### src/rtl/fisc_pkg.sv
// rtl/fisc_pkg.sv - shared FISC state encodings and default widths
package fisc_pkg;

  localparam logic [1:0] ST_RUN  = 2'd0;
  localparam logic [1:0] ST_WAIT = 2'd1;
  localparam logic [1:0] ST_HALT = 2'd2;

  localparam int FISC_IR_WIDTH   = 8;
  localparam int FISC_STEP_WIDTH = 4;
  localparam int FISC_NUM_COND   = 8;

endpackage

### src/rtl/fisc_condmux.sv
// rtl/fisc_condmux.sv - condition select multiplexer with polarity XOR and enable
module fisc_condmux #(
  parameter int NUM_COND = 8,
  parameter int CSEL_W   = $clog2(NUM_COND)
) (
  input  logic [NUM_COND-1:0] i_cond,
  input  logic [CSEL_W-1:0]   i_sel,
  input  logic                i_pol,
  input  logic                i_en,
  output logic                o_taken
);

  assign o_taken = i_en & (i_cond[i_sel] ^ i_pol);

endmodule

### src/rtl/fisc_useq_ctl.sv
// rtl/fisc_useq_ctl.sv - FISC microsequencer: IR, microstep counter, jump strobe, halt/fault
module fisc_useq_ctl
  import fisc_pkg::*;
#(
  parameter int IR_WIDTH   = FISC_IR_WIDTH,
  parameter int STEP_WIDTH = FISC_STEP_WIDTH,
  parameter int NUM_COND   = FISC_NUM_COND,
  parameter int CSEL_W     = $clog2(NUM_COND)
) (
  input  logic                           i_clk,
  input  logic                           reset,
  input  logic [IR_WIDTH-1:0]            i_databus,
  input  logic                           i_irload,
  input  logic                           i_ureset,
  input  logic                           i_jmpena,
  input  logic [NUM_COND-1:0]            i_cond,
  input  logic                           i_stall,
  input  logic                           i_resume,
  input  logic                           i_halt,
  output logic [IR_WIDTH+STEP_WIDTH-1:0] o_decode_index,
  output logic [IR_WIDTH-1:0]            o_ir,
  output logic [STEP_WIDTH-1:0]          o_step,
  output logic                           o_pcload,
  output logic                           o_fault,
  output logic                           o_halted
);

  logic [1:0]            state_q, state_d;
  logic [IR_WIDTH-1:0]   ir_q, ir_d;
  logic [STEP_WIDTH-1:0] step_q, step_d;
  logic                  fault_q, fault_d;
  logic                  advance;
  logic                  step_last;
  logic                  overflow;
  logic                  cond_en;
  logic                  taken;

  assign advance   = (state_q != ST_HALT) && !i_stall;
  assign step_last = (step_q == {STEP_WIDTH{1'b1}});
  assign overflow  = step_last && !i_ureset;

  always_ff @(posedge i_clk or negedge reset) begin
    if (!reset) begin
      state_q <= ST_RUN;
    end else begin
      state_q <= state_d;
    end
  end

  always_comb begin
    state_d = state_q;
    case (state_q)
      ST_HALT: begin
        if (i_resume) state_d = ST_RUN;
      end
      default: begin
        // WAIT only mirrors i_stall; it behaves exactly like RUN otherwise
        if (i_stall)                  state_d = ST_WAIT;
        else if (overflow || i_halt)  state_d = ST_HALT;
        else                          state_d = ST_RUN;
      end
    endcase
  end

  always_ff @(posedge i_clk or negedge reset) begin
    if (!reset) begin
      ir_q    <= '0;
      step_q  <= '0;
      fault_q <= 1'b0;
    end else begin
      ir_q    <= ir_d;
      step_q  <= step_d;
      fault_q <= fault_d;
    end
  end

  always_comb begin
    ir_d    = ir_q;
    step_d  = step_q;
    fault_d = fault_q;
    if (state_q == ST_HALT) begin
      if (i_resume) step_d = '0;
    end else if (!i_stall) begin
      if (i_irload) ir_d = i_databus;
      // the last step wraps to 0 on its own, so ureset and overflow share the clear
      if (i_ureset || step_last) step_d = '0;
      else                       step_d = step_q + 1'b1;
      if (overflow) fault_d = 1'b1;
    end
  end

  fisc_condmux #(
    .NUM_COND (NUM_COND),
    .CSEL_W   (CSEL_W)
  ) u_condmux (
    .i_cond  (i_cond),
    .i_sel   (ir_q[CSEL_W-1:0]),
    .i_pol   (ir_q[CSEL_W]),
    .i_en    (cond_en),
    .o_taken (taken)
  );

  always_comb begin
    cond_en        = i_jmpena && advance;
    o_pcload       = taken;
    o_halted       = (state_q == ST_HALT);
    o_fault        = fault_q;
    o_ir           = ir_q;
    o_step         = step_q;
    o_decode_index = {ir_q, step_q};
  end

endmodule

### config.mk
export PLATFORM = sky130hd
export DESIGN_NAME = fisc_useq_ctl
export DESIGN_NICKNAME = d
export VERILOG_FILES = /design/src/rtl/fisc_pkg.sv /design/src/rtl/fisc_condmux.sv /design/src/rtl/fisc_useq_ctl.sv
export SDC_FILE = /design/constraint.sdc
export NUM_CORES = 1
export LEC_CHECK = 0
export ABC_AREA = 1
export CORE_ASPECT_RATIO = 1.1
export CORE_UTILIZATION = 40
export DETAILED_ROUTE_END_ITERATION = 12
export GPL_ROUTABILITY_DRIVEN = 1
export HOLD_SLACK_MARGIN = 0.06
export PLACE_DENSITY = 0.95
export REMOVE_ABC_BUFFERS = 1
export SYNTH_ARGS = -nofsm -noshare
export SYNTH_HDL_FRONTEND = slang
export SYNTH_SLANG_ARGS = --single-unit
### constraint.sdc
create_clock -name i_clk -period 2.65 [get_ports i_clk]
set_clock_uncertainty 0.15 [all_clocks]
set_input_delay 0.265 -clock i_clk [delete_from_list [all_inputs] [get_ports i_clk]]
set_output_delay 0.265 -clock i_clk [all_outputs]
set_load 0.01 [all_outputs]
# Word level (Yosys, flattened, before mapping)
# Index checks and enable logic that the tools add are counted.
totals:
  inputBits: 24
  output_inout_bits: 27
  wordCells: 35
  regBits: 15
classes:
  magnitude_cmp: 1
  add_sub_neg: 1
  n_reduce_logical: 10
  mux: 10
  bitwise: 4
  n_eq_ne: 5
op_table:
  columns: ["op", "count"]
  rows:
  - ["4-bit two-way mux", 4]
  - ["2-bit two-way mux", 4]
  - ["3-bit AND reduction", 2]
  - ["4-bit by 1-bit adder with 4-bit output (second input constant)", 1]
  - ["4-bit == test (second input constant)", 1]
  - ["3-bit by 4-bit less-than comparator with 1-bit output (second input constant)", 1]
  - ["2-bit != test (second input constant)", 2]
  - ["1-bit binary-select mux with 3-bit select", 1]
  - ["1-bit logical AND", 3]
  - ["2-bit == test (second input constant)", 1]
  - ["1-bit zero test", 2]
  - ["1-bit logical OR", 2]
  - ["2-bit by 1-bit != test with 1-bit output (second input constant)", 1]
  - ["1-bit NOT", 2]
  - ["2-bit AND reduction", 1]
  - ["1-bit AND", 1]
  - ["1-bit two-way mux", 1]
  - ["1-bit XOR", 1]

# Longest topological paths before layout
# Gate-level depths: netlist (run 1).
depth:
  ltp_word: 6
  ltp_mapped: 7
  ltp_nobuf: 7

# By module
# From an unflattened synthesis (run 1), not the netlist that was laid out.
hier_totals:
  hier_cells: 123
  hier_area_um2: 904.6
modules_own_cells:
  columns: ["mod", "area_per_inst_um2", "seq_area_each_um2", "cells_per_inst", "n_inst"]
  rows:
  - ["fisc_useq_ctl", 773.2, 375.4, 95, 1]
  - ["fisc_condmux", 131.4, 0.0, 28, 1]

# Worst setup path before layout (run 1)
# OpenSTA, ideal clock, no wires.
synth_path:
  path_kind: "register to output"
  startpoint: "reg ir_q[0], in the netlist o_ir[0]"
  endpoint: "out o_pcload"
  stages_incl_launch_ff: 8
  required_ns: 2.235
  n_path_buf: 0
  arrival_time_ns: 1.053
  slack_ns: 1.182
  path_cell_list: "dfrtp_1 inv_1 nand2_1 nand3_1 nand3_1 nand3_1 nand2_1 nor2_1"
synth_between:
  elab_chain_len: 4
synth_lines:
  columns: ["element", "line_no", "text"]
  rows:
  - ["from (decl)", "fisc_useq_ctl.sv:29", "logic [IR_WIDTH-1:0] ir_q, ir_d;"]
  - ["from (signal assigned)", "fisc_useq_ctl.sv:71", "ir_q <= ir_d;"]
  - ["1-bit binary-select mux with 3-bit select", "fisc_condmux.sv:13", "assign o_taken = i_en & (i_cond[i_sel] ^ i_pol);"]
  - ["1-bit two-way mux (implied by the code)", "fisc_condmux.sv:13", null]
  - ["1-bit XOR", "fisc_condmux.sv:13", null]
  - ["1-bit AND", "fisc_condmux.sv:13", null]
  - ["to (decl)", "fisc_useq_ctl.sv:23", "output logic o_pcload,"]
# No other way between the ends. The select of a mux whose other input is x is not followed.

# Worst setup path after layout (run 1)
# Ends and elaborated chain as after synthesis.

==> out/results.ini, run 1 <==
[sta]
finalSetupViolations = 0
slew_headroom_pct = 55.1
setup-tns-final_ns = 0
fmax_mhz = 437
rsz0062_at_grt = no
hold_viol = 0
fin_crit_ns = 2.29
fin_ws_ns = 0.363
max_slew.worst_pin.slew_ns = 0.671
min_period_over_period_pct = 86.3
drv_slew = 0

[cts]
path_clk_slew_ns = 0.09
cts_buffer_depth = 2
cts_inserted_buffers = 3
cts.hold.buffers_added = 0
root_buffer = clkbuf_4
tritoncts = yes
htreeDepth = 1
clkLatencyLatePin_ns = 0.27
cts_setup_buffers = 0
clock-sinks = 15
ctsResizeCount = 0

[worst_setup_path]
critPathLaunchType = flop
critPathKind = flop to primary output
cp.arrival_ns = 1.87
required_ns = 2.24
cp-end-kind = primary output
path_max_fanout = 8

[detailed_routing]
drtIter0Drc = 14
drt_first_pass_iters = 5
vias_per_cell = 4.58
via_count = 779
wl_um = 2000
drtAntennaViolNets = 0
drc_errors = 0
wl_per_cell_um = 11.8

[cells_and_area]
fin_cells = 170
fin_nets = 168
area_delta_synth_final_pct = 51.9
drive_gt1_share_pct = 7.75
final_util_pct = 65.0
fill_cells = 169
antenna_cells = 0

[placement]
io_buffers = 50
dp_hpwl_um = 1580
dp.cells = 166
pre_cts_ws_ns = 0.528
gp_congestion = 0.785

[hold_path]
holdCritPathClass = input pin to asynchronous set/reset pin

[logic_synthesis]
yosys_warnings = 0
synth_cells = 102
synth-seq-area-share_pct = 43.0
synth.avg_cell_area_um2 = 8.56
ys_types = 17
synth.cell_area_um2 = 873
synth_top_area_share_pct = 43.0
synth_area_leaders = dfrtp_1 (43%), buf_4 (11%), inv_1 (7.3%)
synth-seq-cells = 15
synth_edf_count = 0
yosysTopAreaCell = dfrtp_1
ys_async_sr_fraction_pct = 100
synth_commonest_cells = inv_1 (17), nand2_1 (17), dfrtp_1 (15)
yosys_most_used_dff = dfrtp_1

[run_status]
status = completed

[grt]
grt_max_degree = 16
grt-ovfl-total = 0
globalRouteTotalUtil_pct = 17.3
grt_pass1_vias = 734
antenna_found_initial = 0
grt_first_pass_wirelength_um = 2960

[floorplanning]
dieHeight_um = 51.0
num_rows = 17
boundaryPins = 51
core_area_um2 = 2040
fp.dieW_um = 46.6
die_area_um2 = 2370
initial_core_util_pct = 42.8

[pwr]
p_leak_nw = 0.625
powerDensity_nw_per_um2 = 520
vdd_drop_max_mv = 0.332

[run]
maxCapViolations = 0

cell usage in the layout (no fill, tap or decap), types with 2 or more instances in the layout:
master	n
nor2_4	2
dfrtp_1	15
o21ai_0	4
clkdlybuf4s50_1	50
nand2_1	17
mux2_4	4
a21oi_1	4
clkbuf_4	3
inv_1	17
nand3_1	9
nor2_1	10
sequential cells by signal, indices dropped and copies added (netlist names):
name and flops:
o_fault 1, o_ir 8, o_step 4, state_q 2
layer usage:
| layer | up-vias | routed length, um | track usage (%) |
|---|---|---|---|
| met2 | 32 | 1030 | 31.0 |
| met1 | 363 | 826 | 19.4 |
| met5 | - | 0 | 0 |
| met4 | 0 | 9 | 7.35 |
| met3 | 2 | 131 | 2.47 |
| li1 | 382 | - | - |
metrics by stage:
stage	total power, mW	hold WS, ns	instance area, um^2
after floorplan	0.398	-0.181	764
after global placement	0.560	0.296	1300
after detailed placement	0.570	0.297	1300
after CTS	0.698	0.264	1330
after global routing	0.735	0.285	1330
final	0.690	0.241	1330
report_power, final:
group          internal (mW)  total (mW)  switching (mW)
logic                  0.167       0.271           0.103
registers              0.259       0.293          0.0347
clock network         0.0582       0.126          0.0675
worst max-delay path, cell delays in order, from the launching register on:
cell and delay (ns):
dfrtp_1 0.47, inv_1 0.16, nand2_1 0.07, nand3_1 0.07
nand3_1 0.09, nand3_1 0.09, nand2_1 0.05, nor2_1 0.07
clkdlybuf4s50_1 0.53
kinds of logic after synthesis:
group | count (synthesis) | share of synthesized area [%]
compound gates | 9 | 5.59
xor+xnor | 2 | 2.01
fa+ha+maj | 1 | 1.43
buf+inv | 31 | 19.8
flops | 15 | 43.0
mux | 5 | 8.17
simple gates | 39 | 20.1
final timing paths:
check / from / to / slack [ns] / depth (start not counted)
worst max-delay path: o_ir[0] / o_pcload / 0.36 / 8
worst min-delay path: reset / state_q[1] / 0.24 / 1
worst max register to register: o_step[0] / o_step[2] / 1.15 / 6
worst min register to register: o_fault / o_fault / 0.32 / 2
max in group asynchronous: reset / o_ir[0] / 1.67 / 1
min in group i_clk: o_fault / o_fault / 0.32 / 2
area by class of cell:
type / count / area [um^2] / area share (%)
timing repair buffer: 50 / 500 / 37.7
sequential: 15 / 375 / 28.3
multi-input combinational: 56 / 325 / 24.5
inverter: 17 / 63.8 / 4.81
tap: 28 / 35.0 / 2.64
clock buffer: 4 / 26.3 / 1.98
Note: power is estimated with default switching activity, not from simulation.
==> run 2: changes to the inputs <==
--- a/config.mk
+++ b/config.mk
@@ -13,6 +13,7 @@
 export HOLD_SLACK_MARGIN = 0.06
 export PLACE_DENSITY = 0.95
 export REMOVE_ABC_BUFFERS = 1
+export SKIP_CTS_REPAIR_TIMING = 1
 export SYNTH_ARGS = -nofsm -noshare
 export SYNTH_HDL_FRONTEND = slang
 export SYNTH_SLANG_ARGS = --single-unit
==> results of run 2 <==
The final DEF is identical to that of run 1; final timing and power are the same.
==> run 3: changes to the inputs <==
==> constraint.sdc (replaced) <==
create_clock -name i_clk -period 2.9 [get_ports i_clk]
set_clock_uncertainty 0.15 [all_clocks]
set_input_delay 0.29 -clock i_clk [delete_from_list [all_inputs] [get_ports i_clk]]
set_output_delay 0.29 -clock i_clk [all_outputs]
set_load 0.01 [all_outputs]
==> out/results.ini, run 3 (synthesized netlist as in run 1, its figures left out) <==
[cells_and_area]
area_delta_synth_final_pct = 52.0
drive_gt1_share_pct = 8.45
fin_nets = 168
final_util_pct = 65.0
antenna_cells = 0
largest_register_ffs = 8
final_area_um2 = 1330
fill_cells = 164
layout_commonest_cell = clkdlybuf4s50_1
fin_cells = 170
layout_common_cells = clkdlybuf4s50_1 (50), inv_1 (17), nand2_1 (17), dfrtp_1 (15), nor2_1 (10)

[grt]
grt-ovfl-total = 0
globalRouteTotalUtil_pct = 16.7
antenna_found_initial = 0
grt_max_degree = 16
grt.met1_usage_pct = 16.9
grt_most_used_layer = met2
met3_usage_pct = 4.59
grtUsageMet2_pct = 30.8
grt_first_pass_wirelength_um = 2860
grt_pass1_vias = 733

[detailed_routing]
wl_um = 1890
via_count = 775
vias_per_cell = 4.56
drtIter0Drc = 6
drt_first_pass_iters = 3
wl_per_cell_um = 11.1
drc_errors = 0
drtAntennaViolNets = 0

[pwr]
p_leak_nw = 0.628
vdd_drop_max_mv = 0.266
powerDensity_nw_per_um2 = 474

[floorplanning]
num_rows = 17
die_area_um2 = 2370
initial_core_util_pct = 42.8
core_area_um2 = 2040
dieHeight_um = 51.0
fp.dieW_um = 46.6
boundaryPins = 51

[cts]
htreeDepth = 1
cts_inserted_buffers = 3
cts_buffer_depth = 2
root_buffer = clkbuf_4
clkLatencyLatePin_ns = 0.27
clock-sinks = 15
tritoncts = yes
path_clk_slew_ns = 0.09

[worst_setup_path]
path_cells = inv_1 > nand2_1 > nand3_1 > nand3_1 > nand3_1 > nand2_1 > nor2_1 > clkdlybuf4s50_1
path_max_fanout = 8
required_ns = 2.46
reg2reg_setup_slack_ns = 1.41
r2r_start = state_q[0]
critPathBufInv = 2
cp-end-kind = primary output
crit_top_cell = nand3_1
critPathLaunchType = flop
critPathMaxStageDelay_ns = 0.53
crit_path_top_delay_cell = clkdlybuf4s50_1
cp.arrival_ns = 1.87
critPathKind = flop to primary output
timing.rr.end = o_ir[3]
reg2regPathDepth = 4
cpLargestDelayFamily = buffers and inverters

[sta]
rsz0062_at_grt = no
fmax_mhz = 434
fin_hold_ws_ns = 0.270
setup-tns-final_ns = 0
finalSetupViolations = 0
drv_slew = 0
fin_crit_ns = 2.31
hold_viol = 0
min_period_over_period_pct = 79.5
max_slew.worst_pin.slew_ns = 0.672
slew_headroom_pct = 55.1

[placement]
gp_congestion = 0.785
placed_area_um2 = 1300
dp.cells = 166
io_buffers = 50
dp_hpwl_um = 1570

[hold_path]
holdCritPathClass = input pin to asynchronous set/reset pin

[run]
maxCapViolations = 0

[run_status]
status = completed

run 3: cell types whose count changed in the layout (fill, tap and decap cells not counted):
cell	before	now
clkbuf_1	1	0
clkinv_2	0	1
run 3: how the worst max path moves through the flow:
| stage | from | endpoint | slack, ns | cells after the start |
|---|---|---|---|---|
| floorplan | o_ir[0] | o_pcload | 1.36 | 6 |
| global placement | i_stall | o_pcload | 0.75 | 7 |
| detailed placement | i_cond[4] | o_pcload | 0.70 | 8 |
| CTS | o_ir[0] | o_pcload | 0.58 | 8 |
| global route | o_ir[0] | o_pcload | 0.48 | 8 |
| finish | o_ir[0] | o_pcload | 0.59 | 8 |
run 3: through the flow:
stage               power, mW  worst slack [ns]
floorplan               0.364              1.36
global placement        0.511             0.748
detailed placement      0.520             0.704
CTS                     0.639             0.580
global route            0.673             0.478
finish                  0.630             0.594
run 3: cell type report:
class / count / area (um^2) / share of cell area [%]
clock inverters: 1 / 5.00 / 0.377
clock buffers: 3 / 22.5 / 1.70
flip-flops and latches: 15 / 375 / 28.3
repair buffers: 50 / 500 / 37.7
well taps: 28 / 35.0 / 2.64
inverters: 17 / 63.8 / 4.81
multi-input cells: 56 / 325 / 24.5
run 3: report_power, final:
| part | leakage (nW) | internal, mW | switching (mW) |
|---|---|---|---|
| sequential | 0.179 | 0.236 | 0.0309 |
| combinational | 0.431 | 0.153 | 0.0947 |
| clock | 0.0177 | 0.0510 | 0.0638 |
run 3: routing by layer:
layer / routed length [um] / up-vias
met2: 981 / 30
li1: - / 381
met1: 746 / 362
met5: 0 / -
met3: 151 / 2
met4: 9 / 0
